**config.mk**
```make
export PLATFORM = sky130hd
export DESIGN_NAME = score_display
export DESIGN_NICKNAME = d
export VERILOG_FILES = /design/src/rtl/score_pkg.sv /design/src/rtl/bin2bcd.sv /design/src/rtl/score_display.sv
export SDC_FILE = /design/constraint.sdc
export NUM_CORES = 1
export LEC_CHECK = 0
export CORE_UTILIZATION = 65
export CTS_CLUSTER_SIZE = 40
export DETAILED_ROUTE_END_ITERATION = 8
export DONT_BUFFER_PORTS = 1
export GPL_TIMING_DRIVEN = 0
export PLACE_DENSITY = 0.84
export SLEW_MARGIN = 20
export SYNTH_ARGS = -nofsm -noshare
export SYNTH_HDL_FRONTEND = slang
export SYNTH_SLANG_ARGS = --single-unit
```
**constraint.sdc**
```tcl
create_clock -name clk_i -period 5.04 [get_ports clk_i]
set_clock_uncertainty 0.1 [all_clocks]
set_input_delay 0.756 -clock clk_i [delete_from_list [all_inputs] [get_ports clk_i]]
set_output_delay 0.756 -clock clk_i [all_outputs]
set_load 0.005 [all_outputs]
```
**src/rtl/score_pkg.sv**
```systemverilog
// score_pkg: shared definitions for the score display slice.
//   - seven-segment glyph constants (active high, bit0 = a ... bit6 = g)
//   - one-hot digit-select constants
//   - converter state enum
//   - MAX_SCORE, the largest value the two-digit display can show
//   - seg_decode(): BCD digit to glyph, blank for anything above 9
package score_pkg;

   localparam int MAX_SCORE = 99;

   localparam logic [6:0] SEG_0     = 7'b0111111;
   localparam logic [6:0] SEG_1     = 7'b0000110;
   localparam logic [6:0] SEG_2     = 7'b1011011;
   localparam logic [6:0] SEG_3     = 7'b1001111;
   localparam logic [6:0] SEG_4     = 7'b1100110;
   localparam logic [6:0] SEG_5     = 7'b1101101;
   localparam logic [6:0] SEG_6     = 7'b1111101;
   localparam logic [6:0] SEG_7     = 7'b0000111;
   localparam logic [6:0] SEG_8     = 7'b1111111;
   localparam logic [6:0] SEG_9     = 7'b1101111;
   localparam logic [6:0] SEG_BLANK = 7'b0000000;

   localparam logic [1:0] DIG_ONES = 2'b01;
   localparam logic [1:0] DIG_TENS = 2'b10;

   typedef enum logic [1:0] {
      IDLE  = 2'd0,
      SHIFT = 2'd1,
      DONE  = 2'd2
   } conv_state_e;

   function automatic logic [6:0] seg_decode(input logic [3:0] digit);
      logic [6:0] seg;
      case (digit)
         4'd0:    seg = SEG_0;
         4'd1:    seg = SEG_1;
         4'd2:    seg = SEG_2;
         4'd3:    seg = SEG_3;
         4'd4:    seg = SEG_4;
         4'd5:    seg = SEG_5;
         4'd6:    seg = SEG_6;
         4'd7:    seg = SEG_7;
         4'd8:    seg = SEG_8;
         4'd9:    seg = SEG_9;
         default: seg = SEG_BLANK;
      endcase
      return seg;
   endfunction

endpackage

```
**src/rtl/bin2bcd.sv**
```systemverilog
// bin2bcd: iterative double-dabble converter for a clamped 0..99 value.
// Ports:
//   clk_i, rst_i    clock, synchronous active-high reset
//   value_i         raw binary value (BW bits)
//   start_i         begin a conversion of clamped_o (only honoured in IDLE)
//   clamped_o       value_i limited to MAX_SCORE (combinational)
//   state_o         current converter state, for observation
//   busy_o          high in SHIFT and DONE (registered)
//   bcd_tens_o/bcd_ones_o  last completed conversion (registered)
// Handshake: start_i is a single-cycle request; it is accepted only when
// state_o is IDLE, and the result appears BW+1 edges after acceptance.
module bin2bcd
   import score_pkg::*;
#(
   parameter int BW = 7
) (
   input  logic          clk_i,
   input  logic          rst_i,
   input  logic [BW-1:0] value_i,
   input  logic          start_i,
   output logic [BW-1:0] clamped_o,
   output conv_state_e   state_o,
   output logic          busy_o,
   output logic [3:0]    bcd_tens_o,
   output logic [3:0]    bcd_ones_o
);

   // Shift register layout: {tens nibble, ones nibble, binary}
   localparam int SW = BW + 8;
   localparam int CW = (BW > 1) ? $clog2(BW) : 1;

   conv_state_e   state_q, state_d;
   logic [CW-1:0] cnt_q, cnt_d;
   logic [SW-1:0] sr_q, sr_d, sr_adj;
   logic [3:0]    tens_q, tens_d, ones_q, ones_d;
   logic          busy_q, busy_d;

   always_comb begin
      clamped_o = (value_i > BW'(MAX_SCORE)) ? BW'(MAX_SCORE) : value_i;
   end

   always_comb begin
      state_d = state_q;
      cnt_d   = cnt_q;
      sr_d    = sr_q;
      tens_d  = tens_q;
      ones_d  = ones_q;
      busy_d  = busy_q;
      sr_adj  = sr_q;
      case (state_q)
         IDLE: begin
            if (start_i) begin
               sr_d    = {8'd0, clamped_o};
               cnt_d   = '0;
               busy_d  = 1'b1;
               state_d = SHIFT;
            end
         end
         SHIFT: begin
            // Add-3 correction before the shift keeps each nibble decimal.
            if (sr_q[SW-1 -: 4] >= 4'd5) sr_adj[SW-1 -: 4] = sr_q[SW-1 -: 4] + 4'd3;
            if (sr_q[SW-5 -: 4] >= 4'd5) sr_adj[SW-5 -: 4] = sr_q[SW-5 -: 4] + 4'd3;
            sr_d  = {sr_adj[SW-2:0], 1'b0};
            cnt_d = cnt_q + CW'(1);
            if (cnt_q == CW'(BW - 1)) state_d = DONE;
         end
         DONE: begin
            tens_d  = sr_q[SW-1 -: 4];
            ones_d  = sr_q[SW-5 -: 4];
            busy_d  = 1'b0;
            state_d = IDLE;
         end
         default: begin
            busy_d  = 1'b0;
            state_d = IDLE;
         end
      endcase
   end

   always_ff @(posedge clk_i) begin
      if (rst_i) begin
         state_q <= IDLE;
         cnt_q   <= '0;
         sr_q    <= '0;
         tens_q  <= 4'd0;
         ones_q  <= 4'd0;
         busy_q  <= 1'b0;
      end else begin
         state_q <= state_d;
         cnt_q   <= cnt_d;
         sr_q    <= sr_d;
         tens_q  <= tens_d;
         ones_q  <= ones_d;
         busy_q  <= busy_d;
      end
   end

   assign state_o    = state_q;
   assign busy_o     = busy_q;
   assign bcd_tens_o = tens_q;
   assign bcd_ones_o = ones_q;

endmodule

```
**src/rtl/score_display.sv**
```systemverilog
// score_display: two-digit multiplexed seven-segment display of a score.
// Optional build macro: LEADING_ZERO_BLANK_EN blanks a zero tens digit.
// Ports:
//   clk_i, rst_i       clock, synchronous active-high reset
//   value_i            binary score (BW bits), values above 99 shown as 99
//   bcd_tens_o/ones_o  converted digits
//   busy_o             conversion in progress
//   digit_sel_o        one-hot digit enable (bit0 ones, bit1 tens)
//   seg_o              segments a..g, active high
module score_display
   import score_pkg::*;
#(
   parameter int BW          = 7,
   parameter int REFRESH_DIV = 16
) (
   input  logic          clk_i,
   input  logic          rst_i,
   input  logic [BW-1:0] value_i,
   output logic [3:0]    bcd_tens_o,
   output logic [3:0]    bcd_ones_o,
   output logic          busy_o,
   output logic [1:0]    digit_sel_o,
   output logic [6:0]    seg_o
);

   localparam int RW = $clog2(REFRESH_DIV);

   logic [BW-1:0] last_q, last_d;
   logic [RW-1:0] refresh_cnt_q, refresh_cnt_d;
   logic [1:0]    digit_sel_q, digit_sel_d;
   logic [BW-1:0] clamped;
   conv_state_e   conv_state;
   logic          start;
   logic [3:0]    digit;

   bin2bcd #(.BW(BW)) u_bin2bcd (
      .clk_i      (clk_i),
      .rst_i      (rst_i),
      .value_i    (value_i),
      .start_i    (start),
      .clamped_o  (clamped),
      .state_o    (conv_state),
      .busy_o     (busy_o),
      .bcd_tens_o (bcd_tens_o),
      .bcd_ones_o (bcd_ones_o)
   );

   // Compare against the clamped value so that inputs which clamp to the
   // same display value never trigger a pointless reconversion.
   always_comb begin
      start  = (conv_state == IDLE) && (clamped != last_q);
      last_d = start ? clamped : last_q;
   end

   always_comb begin
      refresh_cnt_d = refresh_cnt_q + RW'(1);
      digit_sel_d   = digit_sel_q;
      if (refresh_cnt_q == RW'(REFRESH_DIV - 1)) begin
         refresh_cnt_d = '0;
         digit_sel_d   = (digit_sel_q == DIG_ONES) ? DIG_TENS : DIG_ONES;
      end
   end

   always_ff @(posedge clk_i) begin
      if (rst_i) begin
         last_q        <= '0;
         refresh_cnt_q <= '0;
         digit_sel_q   <= DIG_ONES;
      end else begin
         last_q        <= last_d;
         refresh_cnt_q <= refresh_cnt_d;
         digit_sel_q   <= digit_sel_d;
      end
   end

   // Decode only from registers so the segment bus never glitches.
   always_comb begin
      digit = (digit_sel_q == DIG_TENS) ? bcd_tens_o : bcd_ones_o;
      seg_o = seg_decode(digit);
`ifdef LEADING_ZERO_BLANK_EN
      if ((digit_sel_q == DIG_TENS) && (bcd_tens_o == 4'd0)) seg_o = SEG_BLANK;
`endif
   end

   assign digit_sel_o = digit_sel_q;

endmodule
```
==> results.tsv, run 1 <==
metric	value	unit
synth_area	2220	sq um
die-area	3650	sq um
start_kind	register	
placed_area	2270	sq um
dr.pass1.iters	4	
async_reset_ff_share	0	%
tns	0	ps
rows	20	
crit_fanout	7	
synth.avg_cell_area	8.46	sq um
vias	1849	
hold_viol	0	
synth-edff-count	0	
grt_pass1_vias	1558	
finalCriticalPeriod	3340	ps
cpMostUsedCell	nand2_1	
drc	0	
port_buffers	0	
p_leak	0.959	nW
viasPerCell	5.89	
grt_pass1_wl	6840	microns
status	finished, final reports clean	
hpwl	3150	microns
grt_overflow	0	
cp_slowest_cell	mux2i_1	
routed_wl	4450	microns
antenna_found_initial	0	
r2r_cells	6	
fmax	300	MHz
min_period_over_period	66.2	%
path_cells	nand2b_1 > clkbuf_1 > mux2i_1 > inv_1 > ha_1 > o21ai_0 > nand2_1 > nand2_1	
fillers	240	
ioPinCount	27	
clk_path_buf_depth	2	
clock-sinks	42	
tightest_slew	784	ps
drt_iter0_markers	28	
cts_tree	built	
drive_gt1_share	7.04	%
post_cts_buffers	0	
route.detailed.wl_per_inst	14.2	microns
ant_nets	0	
clock_latency	360	ps
cp.arrival	2480	ps
layout_common_cells	dfxtp_1 (42), nand2_1 (30), a21oi_1 (28)	
peakVddDrop	240	uV
drv_cap	0	
place_inst	306	
worstPathRequired	4180	ps
fin_area	2380	sq um
cts_resized	0	
hp-class	reg -> reg	
dieHeight	60.4	microns
relSlewSlack	47.3	%
fp.dieW	60.4	microns
setup_viol	0	
clkTransAtPathRegs	130	ps
final_common_cell	dfxtp_1	
cts_hold_buf	0	
globalplace.congestion	0.785	
syn_to_final_growth	7.51	%
htreeDepth	2	
grt_start_max_net_pins	14	
numCtsBuffers	5	
ys_warn_count	0	
fin_util	75.6	%
rsz0062_at_grt	false	
whs	370	ps
nNetsFinal	291	
synth_flop_cell	dfxtp_1	
synth-seq-cells	42	
fin_cells	314	
diodes	0	
p_per_area	296	nW/um^2
seq_area	841	sq um
cts-root-buf	clkbuf_4	
drv_slew	0	
ys_seq_area_share	37.9	%
min_path_cells	2	
synth_cells	262	
grt.total_usage	25.3	%
multiInputGateArea	1270	sq um
coreArea	3150	sq um
end_kind	output port	
initial_core_util	70.3	%
critPathMaxStageDelay	560	ps
syn_nets	284	
netlist-cell-type-count	37	
crit_type	reg -> out	
==> layout make-up <==
type	count	area share, %
Tap cell	44	2.31
Sequential cell	42	35.3
Inverter	10	1.58
Clock buffer	6	2.15
Multi-Input combinational cell	196	53.4
Buffer	14	2.73
Clock inverter	2	2.52
==> layer usage <==
metal  GRT usage [%]  up-vias  wire length (microns)
li1                -      924                      -
met1            30.7      869                   2040
met2            44.3       51                   2110
met3            7.04        5                    266
met4            5.98        0                     36
met5               0        -                      0
==> registers in the layout, summed over array words and instances (netlist names) <==
signal,count
digit_sel_o,2
last_q,7
refresh_cnt_q,4
u_bin2bcd.bcd_ones_o,4
u_bin2bcd.bcd_tens_o,4
u_bin2bcd.busy_o,1
u_bin2bcd.cnt_q,3
u_bin2bcd.sr_q,15
u_bin2bcd.state_o,2
==> cells by family after synthesis <==
family,synth area share [%]
multiplexers,5.87
AO/OA/AOI/OAI,15.8
buffers and inverters,4.63
XOR/XNOR,3.56
adder cells (fa/ha/maj),7.34
flip-flops,37.9
AND/OR/NAND/NOR,24.8
==> per-stage QoR <==
step | setup slack, ps | power, mW
global route | 1460 | 0.728
detailed placement | 2070 | 0.431
global placement | 2150 | 0.428
CTS | 1660 | 0.705
finish | 1700 | 0.705
floorplan | 2400 | 0.415
==> critical path, delay by kind of cell (launching register included) <==
family / cells / cell delay (ps)
AOI/OAI and AO/OA: 1 / 160
muxes: 1 / 560
adders and majority gates: 1 / 250
buffers and inverters: 2 / 450
and+or+nand+nor: 3 / 290
DFF: 1 / 410
==> where the power goes <==
group          leakage [nW]  total, mW  internal (mW)  switching [mW]
clock network        0.0585      0.281          0.168           0.113
logic                 0.557     0.0678         0.0282          0.0396
registers             0.343      0.356          0.345          0.0109
total                 0.959      0.705          0.541           0.164
==> path summary, 6_finish.rpt <==
check                                               startpoint                             end  slack (ps)
worst max-delay path               digit_sel_o[0]$_SDFFE_PP1P_                        seg_o[5]        1700
worst min-delay path            u_bin2bcd.sr_q[6]$_SDFFE_PP0P_  u_bin2bcd.sr_q[7]$_SDFFE_PP0P_         370
worst max register to register          last_q[4]$_SDFFE_PP0P_  u_bin2bcd.sr_q[4]$_SDFFE_PP0P_        2820
worst min register to register  u_bin2bcd.sr_q[6]$_SDFFE_PP0P_  u_bin2bcd.sr_q[7]$_SDFFE_PP0P_         370
==> synth_stat cells (all sizes together) (4+ instances only) <==
cell type | n | area [sq um]
a21oi | 28 | 140
a22oi | 5 | 37.5
a31oi | 8 | 50.1
buf | 4 | 27.5
clkbuf | 10 | 37.5
dfxtp | 42 | 841
ha | 13 | 163
inv | 10 | 37.5
mux2i | 13 | 130
nand2 | 30 | 113
nand2b | 9 | 56.3
nand3 | 9 | 45.0
nand3b | 8 | 60.1
nor2 | 26 | 97.6
nor3 | 5 | 25.0
o21ai | 8 | 40.0
xnor2 | 7 | 61.3
No activity file was read; power rests on OpenSTA's default activity.
==> inputs of run 2 (changes only) <==
Settings changed: CORE_UTILIZATION 65 to 56, PLACE_DENSITY 0.84 to 0.77.
Clock period 5.04 ns to 2.9 ns, I/O delays scaled along.
==> run 2 against run 1 <==
Sequential power grew 74%. Power rose by 58%. Die area is 16% higher. Global-route usage fell by 3.3 points. Critical path depth decreased by 2. Wire length decreased by 3.6%. First-iteration DRC count rose to 3.2 times the previous value. Worst setup slack got worse by 1400 ps. Flip-flop and latch count stayed put. Final cell count up 0.96%.
==> results.tsv, run 2 (synthesis results as in run 1) <==
metric	value	unit	change
syn_to_final_growth	7.51	%	unchanged
cp.arrival	2100	ps	-380 ps
rows	22		+10%
start_kind	register		
p_per_area	468	nW/um^2	+58%
hold_end	last_q[6]$_SDFFE_PP0P_		
min_path_cells	2		unchanged
hp-start	value_i[6]		
whs	202	ps	-168 ps
htreeDepth	2		unchanged
p_leak	0.926	nW	-3.4%
largest_reg_flops	15		unchanged
drive_gt1_share	8.18	%	+1.1 points
diodes	0		unchanged
antenna_found_initial	0		unchanged
fillers	345		+44%
rsz0062_at_grt	false		
post_cts_buffers	0		unchanged
peakVddDrop	267	uV	+11%
cts_hold_buf	0		unchanged
tightest_slew	717	ps	-66.8 ps
r2r_end	last_q[5]$_SDFFE_PP0P_		
clkTransAtPathRegs	90	ps	-40 ps
grt_start_max_net_pins	15		+1
clock-sinks	42		unchanged
reg.largest.list	u_bin2bcd.sr_q x15, last_q x7		
r2r-start	last_q[3]$_SDFFE_PP0P_		
vias	1816		-1.8%
r2r_cells	7		+1
ant_nets	0		unchanged
relSlewSlack	51.8	%	+4.5 points
coreArea	3720	sq um	+18%
worstPathRequired	2370	ps	-1810 ps
critPathBufInv	0		-2
tns	0	ps	unchanged
end_kind	output port		
status	finished, final reports clean		
layout_common_cells	dfxtp_1 (42), nand2_1 (30), a21oi_1 (28)		
crit_fanout	7		unchanged
setup_viol	0		unchanged
finalCriticalPeriod	2640	ps	
grt_overflow	0		unchanged
numCtsBuffers	5		unchanged
route.detailed.wl_per_inst	13.5	microns	-4.6%
drc	0		unchanged
dieHeight	64.9	microns	+7.5%
grt_pass1_vias	1666		+6.9%
grt_pass1_wl	7230	microns	+5.7%
drv_cap	0		unchanged
drv_slew	0		unchanged
viasPerCell	5.73		-2.7%
die-area	4210	sq um	+16%
path_cells	nand2b_1 > mux2i_4 > ha_1 > nor2b_1 > o21ai_0 > nand2_1		
largest-register	u_bin2bcd.sr_q		
cts-root-buf	clkbuf_8		
clock_latency	300	ps	-60 ps
port_buffers	0		unchanged
hold_viol	0		unchanged
cpLargestDelayFamily	simple AND/OR/NAND/NOR gates		
crit_type	reg -> out		
hpwl	3080	microns	-2.3%
dr.pass1.iters	4		unchanged
cp_slowest_cell	mux2i_4		
min_period_over_period	91.0	%	
hp-class	in -> reg		
ioPinCount	27		unchanged
routed_wl	4290	microns	-3.6%
p_total	1.11	mW	+58%
fp.dieW	64.9	microns	+7.5%
critPathMaxStageDelay	390	ps	-170 ps
initial_core_util	59.6	%	-11 points
ff2ff_setup_slack	730	ps	-2090 ps
final_common_cell	dfxtp_1		
grt.total_usage	22.0	%	-3.3 points
clk_path_buf_depth	2		unchanged
nNetsFinal	290		-0.34%
globalplace.congestion	0.750		-4.5%
drt_iter0_markers	90		+220%
fmax	379	MHz	
cts_tree	built		
## run 2: changes by cell type in the layout (fill, tap and decap cells not counted), sizes merged
cell      before  now
clkinv         0    2
clkbuf        16   14
bufinv         2    0
clkinvlp       0    1
## run 2: layout make-up
| class | instances | area, sq um | share of cell area, % |
|---|---|---|---|
| plain buffers | 13 | 61.3 | 2.57 |
| multi-input cells | 196 | 1290 | 54.3 |
| inverters | 10 | 37.5 | 1.58 |
| clock buffers | 5 | 68.8 | 2.89 |
| well taps | 48 | 60.1 | 2.52 |
| flip-flops and latches | 42 | 841 | 35.3 |
| clock inverters | 3 | 21.3 | 0.893 |
## run 2: worst reg2reg max path, stage by stage, from the launching register on
cell	delay (ps)
dfxtp_1	340
xnor2_1	210
nor4b_2	290
o32ai_2	170
o31ai_4	480
buf_6	220
mux2i_1	190
nor2_1	50
## run 2: metal layers
layer	GRT usage, %	share of wire (%)
met5	0	0
met4	5.83	0.89
met2	39.7	48
met1	26.2	47
met3	4.40	3.9
## run 2: report_power, final
group	total, mW	switching (mW)	leakage (nW)	internal (mW)
sequential	0.618	0.0187	0.343	0.599
clock	0.380	0.211	0.0441	0.169
combinational	0.116	0.0674	0.539	0.0489
total	1.11	0.297	0.926	0.817
## run 2: how the worst max path moves through the flow
| stage | startpoint | endpoint | slack, ps | depth (start not counted) |
|---|---|---|---|---|
| global route | digit_sel_o[0]$_SDFFE_PP1P_ | seg_o[5] | 120 | 7 |
| floorplan | digit_sel_o[0]$_SDFFE_PP1P_ | seg_o[3] | 580 | 7 |
| CTS | digit_sel_o[0]$_SDFFE_PP1P_ | seg_o[5] | 100 | 8 |
| finish | digit_sel_o[0]$_SDFFE_PP1P_ | seg_o[3] | 260 | 6 |
| global placement | digit_sel_o[0]$_SDFFE_PP1P_ | seg_o[5] | 330 | 8 |
| detailed placement | digit_sel_o[0]$_SDFFE_PP1P_ | seg_o[5] | 300 | 8 |
## run 2: what timing repair did
action                     4_1_cts  5_1_grt
setup endpoints to repair        2        1
resized for setup                1        3
pin swaps                        0        0
## run 2: through the flow
stage	worst slack (ps)	cell area [sq um]	instances	utilization [%]
3_5_place_dp	295	2280	310	61.2
3_3_place_gp	332	2280	310	61.2
2_1_floorplan	584	2220	262	-
4_1_cts	99.6	2370	318	63.8
5_1_grt	116	2380	317	64.1
6_report	261	2380	317	64.1
